$ cat src/rtl/eea_pkg.sv
// Shared constants and types for the bit-level EEA inverter control.
// Consumed by eea_ctrl, eea_ctrl_decode and the D_Cell datapath.
package eea_pkg;

    localparam int M       = 163;
    localparam int DELTA_W = $clog2(2*M+1);
    localparam int CNT_W   = $clog2(2*M+1);

    // Field polynomial x^163 + x^7 + x^6 + x^3 + 1, R/S-aligned (M+1 bits).
    localparam logic [M:0] F = {1'b1, {(M-8){1'b0}}, 8'hC9};

    typedef enum logic [1:0] {
        IDLE,
        LOAD,
        RUN,
        DONE
    } stateT;

    typedef enum logic [1:0] {
        OP_HOLD,
        OP_INC,
        OP_DEC,
        OP_SET1
    } deltaOpT;

endpackage

$ cat src/rtl/eea_ctrl_decode.sv
// Combinational D_Cell control decode: (run, rm, sm, delta==0) to
// Switch/Reduce/MultR and the delta update operation.
module eea_ctrl_decode
    import eea_pkg::*;
(
    input  logic    run,
    input  logic    rm,
    input  logic    sm,
    input  logic    deltaIsZero,
    output logic    Switch,
    output logic    Reduce,
    output logic    MultR,
    output deltaOpT deltaOp
);

    always_comb begin
        // NOTE: every output gets a default first, so no branch can infer a latch.
        Switch  = 1'b0;
        Reduce  = 1'b0;
        MultR   = 1'b0;
        deltaOp = OP_HOLD;
        if (run) begin
            if (!rm) begin
                MultR   = 1'b1;
                deltaOp = OP_INC;
            end else begin
                Reduce  = sm;
                Switch  = deltaIsZero;
                deltaOp = deltaIsZero ? OP_SET1 : OP_DEC;
            end
        end
    end

endmodule

$ cat src/rtl/eea_ctrl.sv
// Sequencer for the 2M-iteration EEA inversion loop (IDLE/LOAD/RUN/DONE).
// Optional macro EEA_ZERO_CHK_EN: a zero operand skips RUN and flags err.
module eea_ctrl
    import eea_pkg::*;
#(
    parameter int M       = eea_pkg::M,
    parameter int DELTA_W = $clog2(2*M+1),
    parameter int CNT_W   = $clog2(2*M+1)
) (
    input  logic clk,
    input  logic rst_n,
    input  logic start,
    input  logic a_zero,
    input  logic rm,
    input  logic sm,
    output logic load,
    output logic step_en,
    output logic Switch,
    output logic Reduce,
    output logic MultR,
    output logic busy,
    output logic done,
    output logic err
);

    localparam logic [CNT_W-1:0]   LAST_CNT  = CNT_W'(2*M-1);
    localparam logic [DELTA_W-1:0] DELTA_MAX = DELTA_W'(2*M);

    stateT              state;
    stateT              stateNext;
    logic [DELTA_W-1:0] delta;
    logic [CNT_W-1:0]   cnt;
    logic               errFlag;
    logic               zeroSkip;
    logic               runPhase;
    deltaOpT            deltaOp;

`ifdef EEA_ZERO_CHK_EN
    assign zeroSkip = a_zero;
`else
    logic unusedAZero;
    assign unusedAZero = a_zero;
    assign zeroSkip    = 1'b0;
`endif

    assign runPhase = (state == RUN);

    eea_ctrl_decode uDecode (
        .run         (runPhase),
        .rm          (rm),
        .sm          (sm),
        .deltaIsZero (delta == '0),
        .Switch      (Switch),
        .Reduce      (Reduce),
        .MultR       (MultR),
        .deltaOp     (deltaOp)
    );

    // Handshake outputs depend on state only, never on rm/sm.
    always_comb begin
        stateNext = state;
        load      = 1'b0;
        step_en   = 1'b0;
        busy      = 1'b0;
        done      = 1'b0;
        err       = 1'b0;
        unique case (state)
            IDLE: if (start) stateNext = LOAD;
            LOAD: begin
                load      = 1'b1;
                busy      = 1'b1;
                stateNext = zeroSkip ? DONE : RUN;
            end
            RUN: begin
                step_en = 1'b1;
                busy    = 1'b1;
                if (cnt == LAST_CNT) stateNext = DONE;
            end
            DONE: begin
                done      = 1'b1;
                err       = errFlag;
                stateNext = IDLE;
            end
            default: stateNext = IDLE;
        endcase
    end

    always_ff @(posedge clk or negedge rst_n) begin
        // NOTE: state registers use non-blocking assignment so all flops update together.
        if (!rst_n) begin
            state   <= IDLE;
            delta   <= '0;
            cnt     <= '0;
            errFlag <= 1'b0;
        end else begin
            state <= stateNext;
            case (state)
                IDLE: errFlag <= 1'b0;
                LOAD: begin
                    delta   <= '0;
                    cnt     <= '0;
                    errFlag <= zeroSkip;
                end
                RUN: begin
                    cnt <= cnt + CNT_W'(1);
                    case (deltaOp)
                        OP_INC:  delta <= delta + DELTA_W'(1);
                        OP_DEC:  delta <= delta - DELTA_W'(1);
                        OP_SET1: delta <= DELTA_W'(1);
                        default: delta <= delta;
                    endcase
                end
                default: ;
            endcase
        end
    end

    // One increment per iteration at most, so delta stays within 2M.
    deltaBound: assert property (@(posedge clk) disable iff (!rst_n) delta <= DELTA_MAX);

endmodule
$ cat config.mk
export PLATFORM = sky130hd
export DESIGN_NAME = eea_ctrl
export DESIGN_NICKNAME = d
export VERILOG_FILES = /design/src/rtl/eea_pkg.sv /design/src/rtl/eea_ctrl_decode.sv /design/src/rtl/eea_ctrl.sv
export SDC_FILE = /design/constraint.sdc
export NUM_CORES = 1
export LEC_CHECK = 0
export BUFFER_PORTS_ARGS = -buffer_cell sky130_fd_sc_hd__buf_2
export CORE_UTILIZATION = 55
export CTS_CLUSTER_DIAMETER = 100
export DETAILED_ROUTE_END_ITERATION = 8
export GPL_TIMING_DRIVEN = 1
export PLACE_DENSITY = 0.85
export SLEW_MARGIN = 20
export SYNTH_ARGS = -nofsm -noshare
export SYNTH_HDL_FRONTEND = slang
export SYNTH_SLANG_ARGS = --single-unit
$ cat constraint.sdc
create_clock -name clk -period 4 [get_ports clk]
set_input_delay 0.8 -clock clk [delete_from_list [all_inputs] [get_ports clk]]
set_output_delay 0.8 -clock clk [all_outputs]
set_load 0.01 [all_outputs]
==> impl_metrics.csv <==
group,metric,value,unit
status,outcome,"finished, final reports clean",
clock_tree,clockBufferDepth,2,
sta,hold_viol_final,0,
cells_and_area,final_area,1530,sq um
run,max-cap-violations,0,
global_route,grt_pass1_wl,4840,um
placement,hpwlAfterDp,2040,um
pwr,power_density,643,nW/um^2
sta,rsz0062_at_grt,"no",
global_route,grt_pass1_vias,1159,
routing,routed_wl,2740,um
setup_path,r2r_start,"state[0]$_DFFE_PN0P_",
yosys,synth.avg_cell_area,8.95,sq um
die,io_pins,14,
die,die_h,52.5,um
die,die_w,52.5,um
setup_path,cp.required,4.20,ns
cells_and_area,drive_gt1_share,10.7,%
die,rows,17,
min_path,hold_path.class,"input pin to async pin",
cells_and_area,syn_to_final_growth,8.64,%
clock_tree,cts.repair.resized,0,
setup_path,r2r_setup_slack,0.72,ns
die,core_area,2320,sq um
sta,fmax,305,MHz
routing,top_layer,"met4",
yosys,synthCells,157,
global_route,overflow,0,
setup_path,path_delay_family,"adder cells",
clock_tree,cts_sinks,20,
pwr,total_power,982,uW
global_route,groute.usage.overall,23.8,%
clock_tree,clk_pin_slew,0.13,ns
routing,detailroute.wirelength.met2,1380,um
routing,drc,0,
yosys,seq_area_frac_synth,35.6,%
global_route,grt_max_degree,21,
clock_tree,clk_latency,0.32,ns
sta,slew_viol_final,0,
clock_tree,htree_num_levels,1,
placement,placed_area,1470,sq um
sta,finalSetupTns,0,ns
cells_and_area,nets,191,
yosys,ys_ff_latch,20,
sta,setup_viol,0,
setup_path,critPathLaunchType,"flop",
routing,vias,1184,
routing,post_drt_wl_per_cell,14.0,um
routing,wl_met1,1240,um
routing,final_antenna_net_count,0,
setup_path,crit_chain,"inv_1, ha_1, nand4_1, nor2b_1, ha_1, ha_1, a21oi_2, a211oi_1, or4b_1, a31oi_1, o22ai_1",
setup_path,end_kind,"flop",
sta,period_share,81.9,%
setup_path,crit_fanout,10,
sta,post-route-min-period,3.28,ns
yosys,synth_cell_type_count,41,
placement,io_buffers,11,
routing,routed_via_density,6.04,
setup_path,r2r_cells,11,
die,die_area,2760,sq um
pwr,power_leakage,0.749,nW
clock_tree,cts_buffers,3,
cells_and_area,diodes,0,
routing,dr_wl_met3,85,um
global_route,antenna_found_initial,0,
setup_path,max_stage_delay,0.52,ns
routing,drt_iter0_drc,34,
setup_path,critPathBufInv,1,
yosys,syn_area,1410,sq um
setup_path,crit_type,"flop to flop",
setup_path,slowest_stage,"or4b_1",
clock_tree,cts_tree,"built",
yosys,synth-warning-count,0,
placement,place_congestion,0.878,
setup_path,cp.arrival,3.48,ns
routing,first_pass_iters,4,
clock_tree,cts_root_buf,"clkbuf_4",
pwr,ir_drop,585,uV
die,start_util,60.6,%
sta,fin_worst_skew,0.0105,ns
setup_path,r2r-end,"delta[8]$_DFFE_PN0P_",
clock_tree,postCtsHoldBufs,0,
clock_tree,cts_setup_buffers,0,
setup_path,crit_path_frequent_cell,"ha_1",
yosys,mappedNetlistNets,179,
==> metrics by stage <==
step,hold slack [ns],setup slack (ns),util [%],instances
3_5_place_dp,0.522,0.734,63.6,192
3_3_place_gp,0.496,0.825,63.6,192
5_1_grt,0.451,0.474,65.8,196
4_1_cts,0.425,0.727,65.8,196
6_report,0.409,0.725,65.8,196
2_1_floorplan,0.484,0.934,-,157
==> metal layers <==
metal / vias to the layer above / global-route usage [%]
met1: 576 / 27.3
met2: 24 / 43.0
met4: 0 / 10.1
met3: 5 / 3.77
met5: - / 0
li1: 579 / -
==> cell families after synthesis <==
kind of cell | synth area share, %
AND/OR/NAND/NOR | 22.6
AO/OA/AOI/OAI | 15.4
flip-flops | 35.6
adder cells (fa/ha/maj) | 14.8
buffers and inverters | 4.19
XOR/XNOR | 4.99
multiplexers | 2.14
other | 0.267
==> sequential cells by signal (all words and copies together) (netlist names) <==
name	cells
cnt	9
delta	9
state	2
==> final cells by class <==
type,instances,area [sq um]
Clock buffer,3,22.5
Sequential cell,20,500
Inverter,10,37.5
Clock inverter,1,30.0
Timing Repair Buffer,11,55.1
Tap cell,28,35.0
Fill cell,194,792
Multi-Input combinational cell,123,846
==> where the power goes <==
part | internal (mW) | switching [mW] | leakage [nW]
Sequential | 0.242 | 0.0391 | 0.274
Clock | 0.101 | 0.0699 | 0.0279
Combinational | 0.191 | 0.339 | 0.447
==> cells in the mapped netlist, drive strengths merged <==
library cell  number  share of area (%)
o22ai              1               0.45
ha                15                 13
nand3b             1               0.53
nand3              6                2.1
nor2b              2               0.89
or3                3                1.3
a31oi              1               0.45
a211oi             2                1.1
nand4              4                1.8
or4b               1               0.71
clkbuf             1               0.27
and2               1               0.45
fa                 1                1.4
a2111oi            1               0.71
o22a               1               0.62
a21oi             10                3.8
buf                3                1.2
o21a               1               0.53
o21ai             12                4.3
nor4bb             2                1.4
a221oi             1               0.62
nor4               3                1.3
nand2             17                4.5
nor4b              1               0.62
nor2              11                2.9
and3               1               0.45
nand2b             1               0.45
nor3               1               0.36
nor3b              5                2.7
xnor2              5                3.1
dfrtp             20                 36
a22o               2                1.2
conb               1               0.27
inv               10                2.7
mux2i              3                2.1
a21o               3                1.6
xor2               3                1.9
==> cells in the final DEF (no fill, tap or decap), types with 3 or more instances in the layout <==
cell      count
or3_1         3
o21ai_1       9
nand3_1       6
buf_2        11
nand4_1       4
mux2i_1       3
inv_1         8
dfrtp_1      20
a21oi_1       9
nand2_1      17
xnor2_1       5
o21ai_0       3
xor2_1        3
nor2_1       11
clkbuf_4      3
nor4_1        3
a21o_1        3
nor3b_1       5
ha_1         15
==> worst max path at each step <==
stage,to,startpoint,depth (start not counted)
after floorplan,delta[8]$_DFFE_PN0P_,state[0]$_DFFE_PN0P_,13
after global placement,delta[7]$_DFFE_PN0P_,state[0]$_DFFE_PN0P_,11
after detailed placement,delta[7]$_DFFE_PN0P_,state[0]$_DFFE_PN0P_,11
after CTS,delta[7]$_DFFE_PN0P_,state[0]$_DFFE_PN0P_,11
after global routing,delta[8]$_DFFE_PN0P_,state[0]$_DFFE_PN0P_,11
final,delta[8]$_DFFE_PN0P_,state[0]$_DFFE_PN0P_,11
Power figures use the tool's default switching activity.
